--- config.mk ---
export PLATFORM = sky130hd
export DESIGN_NAME = program_sequencer
export DESIGN_NICKNAME = d
export VERILOG_FILES = /design/src/rtl/program_sequencer.sv
export SDC_FILE = /design/constraint.sdc
export NUM_CORES = 1
export LEC_CHECK = 0
export BUFFER_PORTS_ARGS = -buffer_cell sky130_fd_sc_hd__clkbuf_2
export CAP_MARGIN = 0
export CORE_MARGIN = 8
export CORE_UTILIZATION = 42
export DETAILED_ROUTE_END_ITERATION = 7
export PLACE_DENSITY_LB_ADDON = 0.2
export SLEW_MARGIN = 40
export SYNTH_ARGS = -nofsm -noshare
export SYNTH_HDL_FRONTEND = slang
export SYNTH_SLANG_ARGS = --single-unit
--- constraint.sdc ---
create_clock -name clk -period 4.38 [get_ports clk]
set_clock_uncertainty 0.15 [all_clocks]
set_input_delay 0.876 -clock clk [delete_from_list [all_inputs] [get_ports clk]]
set_output_delay 0.876 -clock clk [all_outputs]
set_load 0.005 [all_outputs]
--- src/rtl/program_sequencer.sv ---
// Program counter with a LIFO return stack for call/ret.
// Define PROGRAM_SEQUENCER_ERR_EN for sticky overflow/underflow flags on err.
module program_sequencer #(
  parameter int              WIDTH       = 15,
  parameter int              DEPTH       = 8,
  parameter logic [WIDTH-1:0] RESET_VALUE = '0
) (
  input  logic                       clk,
  input  logic                       rst,
  input  logic                       inc,
  input  logic                       load,
  input  logic                       call,
  input  logic                       ret,
  input  logic [WIDTH-1:0]           in,
  output logic [WIDTH-1:0]           out,
  output logic [$clog2(DEPTH+1)-1:0] depth,
  output logic                       full,
  output logic                       empty,
  output logic [1:0]                 err
);

  localparam int DW = $clog2(DEPTH+1);
  localparam int AW = $clog2(DEPTH);
  localparam logic [DW-1:0] DMAX = DW'(DEPTH);

  logic [WIDTH-1:0] pc_q, pc_d;
  logic [DW-1:0]    dep_q, dep_d;
  logic [WIDTH-1:0] stk_q [DEPTH];
  logic [WIDTH-1:0] pc_inc;
  logic [DW-1:0]    top_idx;
  logic             is_full, is_empty;
  logic             push;

  assign pc_inc   = pc_q + WIDTH'(1);
  assign top_idx  = dep_q - DW'(1);
  assign is_full  = (dep_q == DMAX);
  assign is_empty = (dep_q == '0);

  // Next-state selection; call outranks ret, ret outranks load/inc.
  always_comb begin
    pc_d  = pc_q;
    dep_d = dep_q;
    push  = 1'b0;
    priority case (1'b1)
      rst: begin
        pc_d  = RESET_VALUE;
        dep_d = '0;
      end
      call: begin
        pc_d = in;
        if (!is_full) begin
          push  = 1'b1;
          dep_d = dep_q + DW'(1);
        end
      end
      ret: begin
        if (!is_empty) begin
          pc_d  = stk_q[top_idx[AW-1:0]];
          dep_d = top_idx;
        end
      end
      load:    pc_d = in;
      inc:     pc_d = pc_inc;
      default: ;
    endcase
  end

  // PC and stack occupancy registers.
  always_ff @(posedge clk) begin
    if (rst) begin
      pc_q  <= RESET_VALUE;
      dep_q <= '0;
    end else begin
      pc_q  <= pc_d;
      dep_q <= dep_d;
    end
  end

  // Stack storage is not reset; depth alone defines valid entries.
  always_ff @(posedge clk) begin
    if (push) stk_q[dep_q[AW-1:0]] <= pc_inc;
  end

`ifdef PROGRAM_SEQUENCER_ERR_EN
  logic [1:0] err_q;
  logic       ovf, unf;

  assign ovf = call & is_full;
  assign unf = ~call & ret & is_empty;

  // Sticky error flags, cleared only by reset.
  always_ff @(posedge clk) begin
    if (rst) err_q <= '0;
    else     err_q <= err_q | {unf, ovf};
  end

  assign err = err_q;
`else
  assign err = 2'b00;
`endif

  assign out   = pc_q;
  assign depth = dep_q;
  assign full  = is_full;
  assign empty = is_empty;

endmodule

==> parameters.txt, run 1 <==
Parameter                              Value

Placed design
  HPWL reported at the end of detailed placement ... 10.29 mm
  Placed cell count ... 619
  Placement-stage worst setup slack ... 1.252 ns
  Final Wtd Congestion ... approximately 0.87
  Port Buffers ... 41

Cells and area
  Core Util, Final ... 0.4950
  Register area ... 3985 um^2
  Number of antenna repair diodes ... 0
  Synth-to-Final Area Change ... 17.10%
  Non-filler instance count after layout ... 651
  Layout cell share with drive strength beyond 1 ... 0.2912
  Area of the multi-input gates ... 1944 um^2
  Number of nets in the finished design ... about 480
  Filler Cell Count ... 1212

Logic synthesis
  Area leader, netlist ... edfxtp_1
  Number of warnings printed during yosys synthesis ... 0
  Sequential element share of the synthesized area ... 0.6584
  Yosys reg bits ... 139
  Share of synthesized flip-flops with an asynchronous set or reset ... 0
  Count of distinct cell types in the synthesized netlist ... 58
  Post-synthesis cell count ... 399
  Synthesized-area fraction occupied by ao, oa, aoi and oai cells ... 0.07940
  Synth top area share ... 0.5955
  Synth top cells by count ... 120 x edfxtp_1, 30 x mux4_2, 27 x nand2_1
  Simple-gate share of the synthesized area ... 0.08230
  Cell types with the largest area share after synthesis ... edfxtp_1 60%, mux4_2 11%, dfxtp_1 6.3%
  Synthesized area ... between 6000 and 7000 um^2
  Count of flip-flops with a built-in enable after synthesis ... 120
  Synthesized-area fraction occupied by adder cells ... 0.006203
  Fraction of synthesized cell area in xor and xnor cells ... 0.02461
  Dominant combinational cell family by area after synthesis ... multiplexers
  Average cell area after synthesis ... 15.16 um^2
  Top-count cell post-synth ... edfxtp_1
  Most instantiated flip-flop cell in the synthesis netlist ... edfxtp_1
  Share of cell area taken by muxes after synthesis ... 0.1222

STA
  RSZ-0062 raised after global routing ... false
  Final period demand of the worst path ... 3.049 ns
  Max frequency ... 328.0 MHz
  Total setup violations reported at the end of the flow ... 0
  Worst-margin pin slew ... 0.7767 ns
  Number of pins exceeding their max-slew limit in the final report ... 0
  Worst slew margin relative to its limit ... 0.4785
  Count of final hold-check violations ... 0
  Final sum of negative setup slack ... 0 ns
  Final worst setup slack ... 1.331 ns
  Final worst-path cycle share ... 0.6961

Drt
  Via count ... around 3800
  Initial drt markers ... 348
  First-pass iteration count of the detailed router ... 5
  Final routed DRC violation total ... 0
  Via-per-instance ratio ... 5.810
  Post-detailed-route wirelength per cell ... 23.73 um
  Total wire length after detailed routing ... around 15 mm
  Post-route ant nets ... 0

Power and ir drop
  Worst ir drop on vdd ... 0.3049 mV
  Clk network pwr share ... 0.352
  Net switching power ... roughly 1.2 mW
  Combinational Power Share ... 0.226
  Power Dens Cells ... 548.3 nW/um^2
  Switching part of the total power ... 0.2969
  Internal power component ... 2.731 mW
  Static leakage ... 2.473 nW
  Power Total ... 3.885 mW
  Share of power burned in registers ... 0.422

Floorplan
  Die Ht ... 136.0 um
  # IOs ... 44
  Core Rows ... 44
  Total Die Area ... around 19000 um^2
  Total core area ... 14310 um^2
  Horizontal extent of the die ... 136.0 um
  Initial Utilization ... 0.4227

Setup path
  Crit. End Element ... primary output
  Largest fanout of any net on the critical path ... 10
  Required arrival time at the worst endpoint ... 3.35 ns
  Library cell contributing the largest single delay on the critical path ... nor3b_1
  Start-to-end type of the worst setup path ... flop to primary output
  Delay contributed by the slowest stage of the critical path ... around 0.52 ns
  Category of the worst setup path launch point ... flop
  Cells traversed along the worst timing path ... inv_1, ha_1, nor3b_1, clkbuf_2
  Reg-to-reg slack, setup ... 1.39 ns
  Critical path's top delay family ... simple AND/OR/NAND/NOR gates
  Signal arrival time at the worst endpoint ... 2.02 ns
  Number of buffer and inverter instances along the worst setup path ... 2

Clocking
  Total clock buffers created by CTS ... 17
  CTS Sinks ... 139
  Buffer type at the clock tree root ... clkbuf_16
  Gates resized, CTS repair ... 0
  Clock Pin Slew Worst Setup and Hold Paths ... 0.06 ns
  TritonCTS clock tree ... built
  Number of levels the H-tree was split into ... 4
  Buffers inserted during post-CTS setup optimization ... 0
  Number of hold-repair buffers added at the cts stage ... 0
  Maximum clock path buffer count ... 2
  Clock insertion delay at the later pin of the skew report ... 0.42 ns

GRT
  Initial antenna violation count ... 0
  Number of global-route vias before repair ... around 3900
  Largest net degree at the start of global routing ... 33
  Total global routing track utilization ... 0.1753
  Global route overflow ... 0
  Wire length of the first global-routing pass ... 23.54 mm

Job
  Max-capacitance violation count ... 0

Hold path
  Worst min-delay path class ... flop to flop

Outcome
  Result of the run ... finished, final reports clean
-- worst paths after layout --
| path | startpoint | to | cells after the start |
|---|---|---|---|
| worst max register to register | depth[1]$_SDFFE_PP0P_ | out[7]$_SDFFE_PP0P_ | 7 |
| worst max-delay path | depth[1]$_SDFFE_PP0P_ | empty | 4 |
| worst min-delay path | out[9]$_SDFFE_PP0P_ | out[9]$_SDFFE_PP0P_ | 2 |
| worst min register to register | out[9]$_SDFFE_PP0P_ | out[9]$_SDFFE_PP0P_ | 2 |
-- cells by family (layout without fill, tap and decap cells) --
logic type,Yosys count,in the layout
buffers and inverters,35,102
multiplexers,36,36
AO/OA/AOI/OAI,70,70
AND/OR/NAND/NOR,98,98
other,1,2
adder cells (fa/ha/maj),3,3
XOR/XNOR,17,17
flip-flops,139,139
-- stage by stage --
stage / hold WS (ns) / area, um^2
finish: 0.4184 / 7086
global route: 0.4456 / 7086
CTS: 0.4129 / 7071
detailed placement: 0.3975 / 6507
global placement: 0.3959 / 6500
floorplan: 0.3638 / 6055
-- cells in the final DEF (no fill, tap or decap), types with 4 or more instances in the layout --
cell,Yosys,final
edfxtp_1,120,120
clkbuf_2,0,41
mux4_2,30,30
nand2_1,27,27
nor2_1,25,25
a21oi_1,18,18
dfxtp_1,19,18
clkbuf_16,0,17
inv_1,15,15
buf_4,6,13
nand3_1,9,9
xor2_1,10,9
o21ai_0,7,7
nor3_1,8,6
xnor2_1,7,5
a22oi_1,5,5
o31ai_1,5,5
a31oi_1,5,5
o22ai_1,5,5
clkinv_2,0,5
nor4_1,4,4
a211oi_1,4,4
inv_6,0,4
-- cell type report --
cell class	count	share of cell area
sequential	139	0.5624
multi-input combinational	226	0.2744
clock buffer	17	0.06004
timing repair buffer	54	0.04273
tap	184	0.03249
clock inverter	15	0.01942
inverter	16	0.008476
-- power groups by stage --
stage / Clock [mW] / Combinational [mW] / Sequential [mW]
after detailed placement: 0 / 0.880 / 1.67
after CTS: 1.39 / 0.889 / 1.64
after floorplan: 0 / 0.604 / 1.64
final: 1.37 / 0.876 / 1.64
after global placement: 0 / 0.873 / 1.66
after global routing: 1.44 / 0.954 / 1.65
-- tightest hold or removal path, cell delays in order (launching register included) --
cell,delay [ns]
dfxtp_1,0.36
nand2_1,0.08
o32ai_1,0.07
-- metal layers --
| metal | wire length, um | part of all wire | vias to the layer above | global-route usage |
|---|---|---|---|---|
| met5 | 0 | 0 | - | 0 |
| met2 | 7358 | 0.48 | 134 | 0.2707 |
| met3 | 904 | 0.059 | 26 | 0.04545 |
| met4 | 390 | 0.025 | 0 | 0.07993 |
| met1 | 6793 | 0.44 | 1930 | 0.2279 |
| li1 | - | - | 1692 | - |
-- flip-flops by register name, indices dropped and copies added, names as in the netlist --
register  flops
depth         4
stk_q       120
out          15
(Power assumes the default switching activity.)
==> run 2, diff against run 1 <==
==> constraint.sdc (replaced) <==
create_clock -name clk -period 2.73 [get_ports clk]
set_clock_uncertainty 0.15 [all_clocks]
set_input_delay 0.546 -clock clk [delete_from_list [all_inputs] [get_ports clk]]
set_output_delay 0.546 -clock clk [all_outputs]
set_load 0.005 [all_outputs]
==> run 2 against run 1 <==
- sequential power is 60% higher
- die area unchanged
- highest routed layer unchanged
- via count is 1.4% higher
- non-clock buffer count grew 26
==> parameters.txt, run 2 (synthesized netlist as in run 1, its figures left out) <==
Parameter                              Value

Outcome
  Result of the run ... finished, final reports clean

Setup path
  Signal arrival time at the worst endpoint ... 2.69 ns
  Count of cells along the worst register-to-register path ... 6
  Largest fanout of any net on the critical path ... 9
  Start-to-end type of the worst setup path ... flop to flop
  Crit. End Element ... flop
  Required arrival time at the worst endpoint ... roughly 2.9 ns
  Beginning of the critical path ... out[0]$_SDFFE_PP0P_
  Timing endpoint of the critical path ... out[14]$_SDFFE_PP0P_
  Category of the worst setup path launch point ... flop
  Reg-to-reg critical path startpoint ... out[0]$_SDFFE_PP0P_
  Terminus of the critical flop-to-flop path ... out[14]$_SDFFE_PP0P_
  Reg-to-reg slack, setup ... 0.24 ns

Power and ir drop
  Power Dens Cells ... 887.9 nW/um^2
  Clk network pwr share ... 0.370
  Combinational Power Share ... 0.229
  Switching part of the total power ... 0.2725
  Share of power burned in registers ... 0.401
  Worst ir drop on vdd ... 0.4470 mV
  Static leakage ... 2.603 nW
  Power Total ... about 6.5 mW
  Internal power component ... 4.752 mW
  Net switching power ... roughly 1.8 mW

Drt
  Routed length on met1 ... 6.954 mm
  Wire length on met2 ... 7.226 mm
  Initial drt markers ... 306
  Via count ... 3836
  Routed length on met3 ... roughly 1000 um
  Final routed DRC violation total ... 0
  Via-per-instance ratio ... between 5 and 6
  Post-route ant nets ... 0
  Highest routed metal layer ... met4
  Total wire length after detailed routing ... 15.36 mm
  Post-detailed-route wirelength per cell ... 22.69 um
  First-pass iteration count of the detailed router ... 5

STA
  Total setup violations reported at the end of the flow ... 0
  Count of final hold-check violations ... 0
  Final worst-path cycle share ... 0.9114
  RSZ-0062 raised after global routing ... false
  Hold WS ... approximately 0.27 ns
  Worst slew margin relative to its limit ... 0.4822
  Final worst setup slack ... 0.2420 ns
  Final sum of negative setup slack ... 0 ns
  Max frequency ... 401.9 MHz
  Number of pins exceeding their max-slew limit in the final report ... 0
  Final period demand of the worst path ... 2.488 ns
  Worst-margin pin slew ... 0.7712 ns

Cells and area
  Filler Cell Count ... 1221
  Core Util, Final ... 0.5140
  Highest-count cells in the layout ignoring fill and taps ... 120 x edfxtp_1, 41 x clkbuf_2, 39 x buf_4, 30 x mux4_2, 27 x nand2_1
  Most common cell after layout, fill and taps aside ... edfxtp_1
  Final instance area ... 7357 um^2
  Number of antenna repair diodes ... 0
  Number of flip-flops under the largest register name ... 120
  Synth-to-Final Area Change ... 21.59%
  Layout cell share with drive strength beyond 1 ... 0.3327
  Non-filler instance count after layout ... 677
  Number of nets in the finished design ... 504

Hold path
  Worst min-delay path class ... primary input to flop

Floorplan
  Initial Utilization ... 0.4227
  Total core area ... 14310 um^2
  Core Rows ... 44
  Die Ht ... 136.0 um
  # IOs ... 44
  Horizontal extent of the die ... roughly 140 um
  Total Die Area ... 18500 um^2

GRT
  Global route overflow ... 0
  Number of global-route vias before repair ... 3942
  Total global routing track utilization ... 0.1774
  Largest net degree at the start of global routing ... 33
  Initial antenna violation count ... 0
  Wire length of the first global-routing pass ... 23.65 mm

Placed design
  Final Wtd Congestion ... 0.8413
  Placed standard-cell area ... roughly 6700 um^2
  Placement-stage worst setup slack ... 0.3212 ns
  Placed cell count ... 645
  HPWL reported at the end of detailed placement ... 10.62 mm
  Port Buffers ... between 40 and 50

Clocking
  Clock Pin Slew Worst Setup and Hold Paths ... 0.06 ns
  CTS Sinks ... around 140
  Total clock buffers created by CTS ... 17
  Maximum clock path buffer count ... 2
  Number of hold-repair buffers added at the cts stage ... 0
  Number of levels the H-tree was split into ... 4
  Buffer type at the clock tree root ... clkbuf_16
  Gates resized, CTS repair ... 0
  Clock insertion delay at the later pin of the skew report ... around 0.42 ns
  TritonCTS clock tree ... built
  Buffers inserted during post-CTS setup optimization ... 0

Job
  Max-capacitance violation count ... 0
-- run 2: changes by cell type in the layout (fill, tap and decap cells not counted), moves of 2 or more --
cell | before | now
nor3_4 | 1 | 3
clkinvlp_4 | 1 | 3
inv_6 | 4 | 0
xnor2_1 | 5 | 7
xnor2_2 | 2 | 0
nor3_2 | 3 | 1
clkinv_2 | 5 | 3
bufinv_16 | 1 | 4
buf_4 | 13 | 39
inv_8 | 2 | 0
nor2_1 | 25 | 19
nor2_2 | 0 | 6
clkbuf_8 | 0 | 2
-- run 2: how the worst min path moves through the flow --
stage                        startpoint                  end  slack [ns]  depth (start not counted)
global placement    out[1]$_SDFFE_PP0P_  out[1]$_SDFFE_PP0P_        0.41                          2
CTS                               in[2]  out[2]$_SDFFE_PP0P_        0.26                          3
finish                            in[2]  out[2]$_SDFFE_PP0P_        0.27                          3
floorplan           out[9]$_SDFFE_PP0P_  out[9]$_SDFFE_PP0P_        0.36                          2
global route                      in[2]  out[2]$_SDFFE_PP0P_        0.26                          3
detailed placement  out[1]$_SDFFE_PP0P_  out[1]$_SDFFE_PP0P_        0.43                          2
-- run 2: final cells by class --
cell class	instances	area, um^2	area share
Tap cell	184	230.2	0.03129
Clock buffer	20	456.7	0.06207
Timing Repair Buffer	80	498.0	0.06769
Multi-Input combinational cell	226	1957	0.2660
Inverter	16	60.06	0.008163
Clock inverter	12	170.2	0.02313
Sequential cell	139	3985	0.5417
-- run 2: power by group through the flow --
stage          Clock [mW]  Sequential (mW)  Combinational, mW
3_3_place_gp            0             2.65               1.50
6_report             2.42             2.62               1.50
5_1_grt              2.54             2.63               1.63
4_1_cts              2.45             2.61               1.51
3_5_place_dp            0             2.66               1.51
2_1_floorplan           0             2.64              0.989
-- run 2: per-layer routing --
| layer | track usage | up-vias |
|---|---|---|
| li1 | - | 1734 |
| met1 | 0.2386 | 1939 |
| met4 | 0.06162 | 0 |
| met5 | 0 | - |
| met3 | 0.04656 | 20 |
| met2 | 0.2729 | 143 |
-- run 2: critical path, stage by stage, from the launching register on --
cell and delay (ns):
dfxtp_1 0.47, ha_1 0.24, nand3_1 0.27, nor4_1 0.45, xor2_1 0.52, o21ai_0 0.15, a31oi_1 0.17
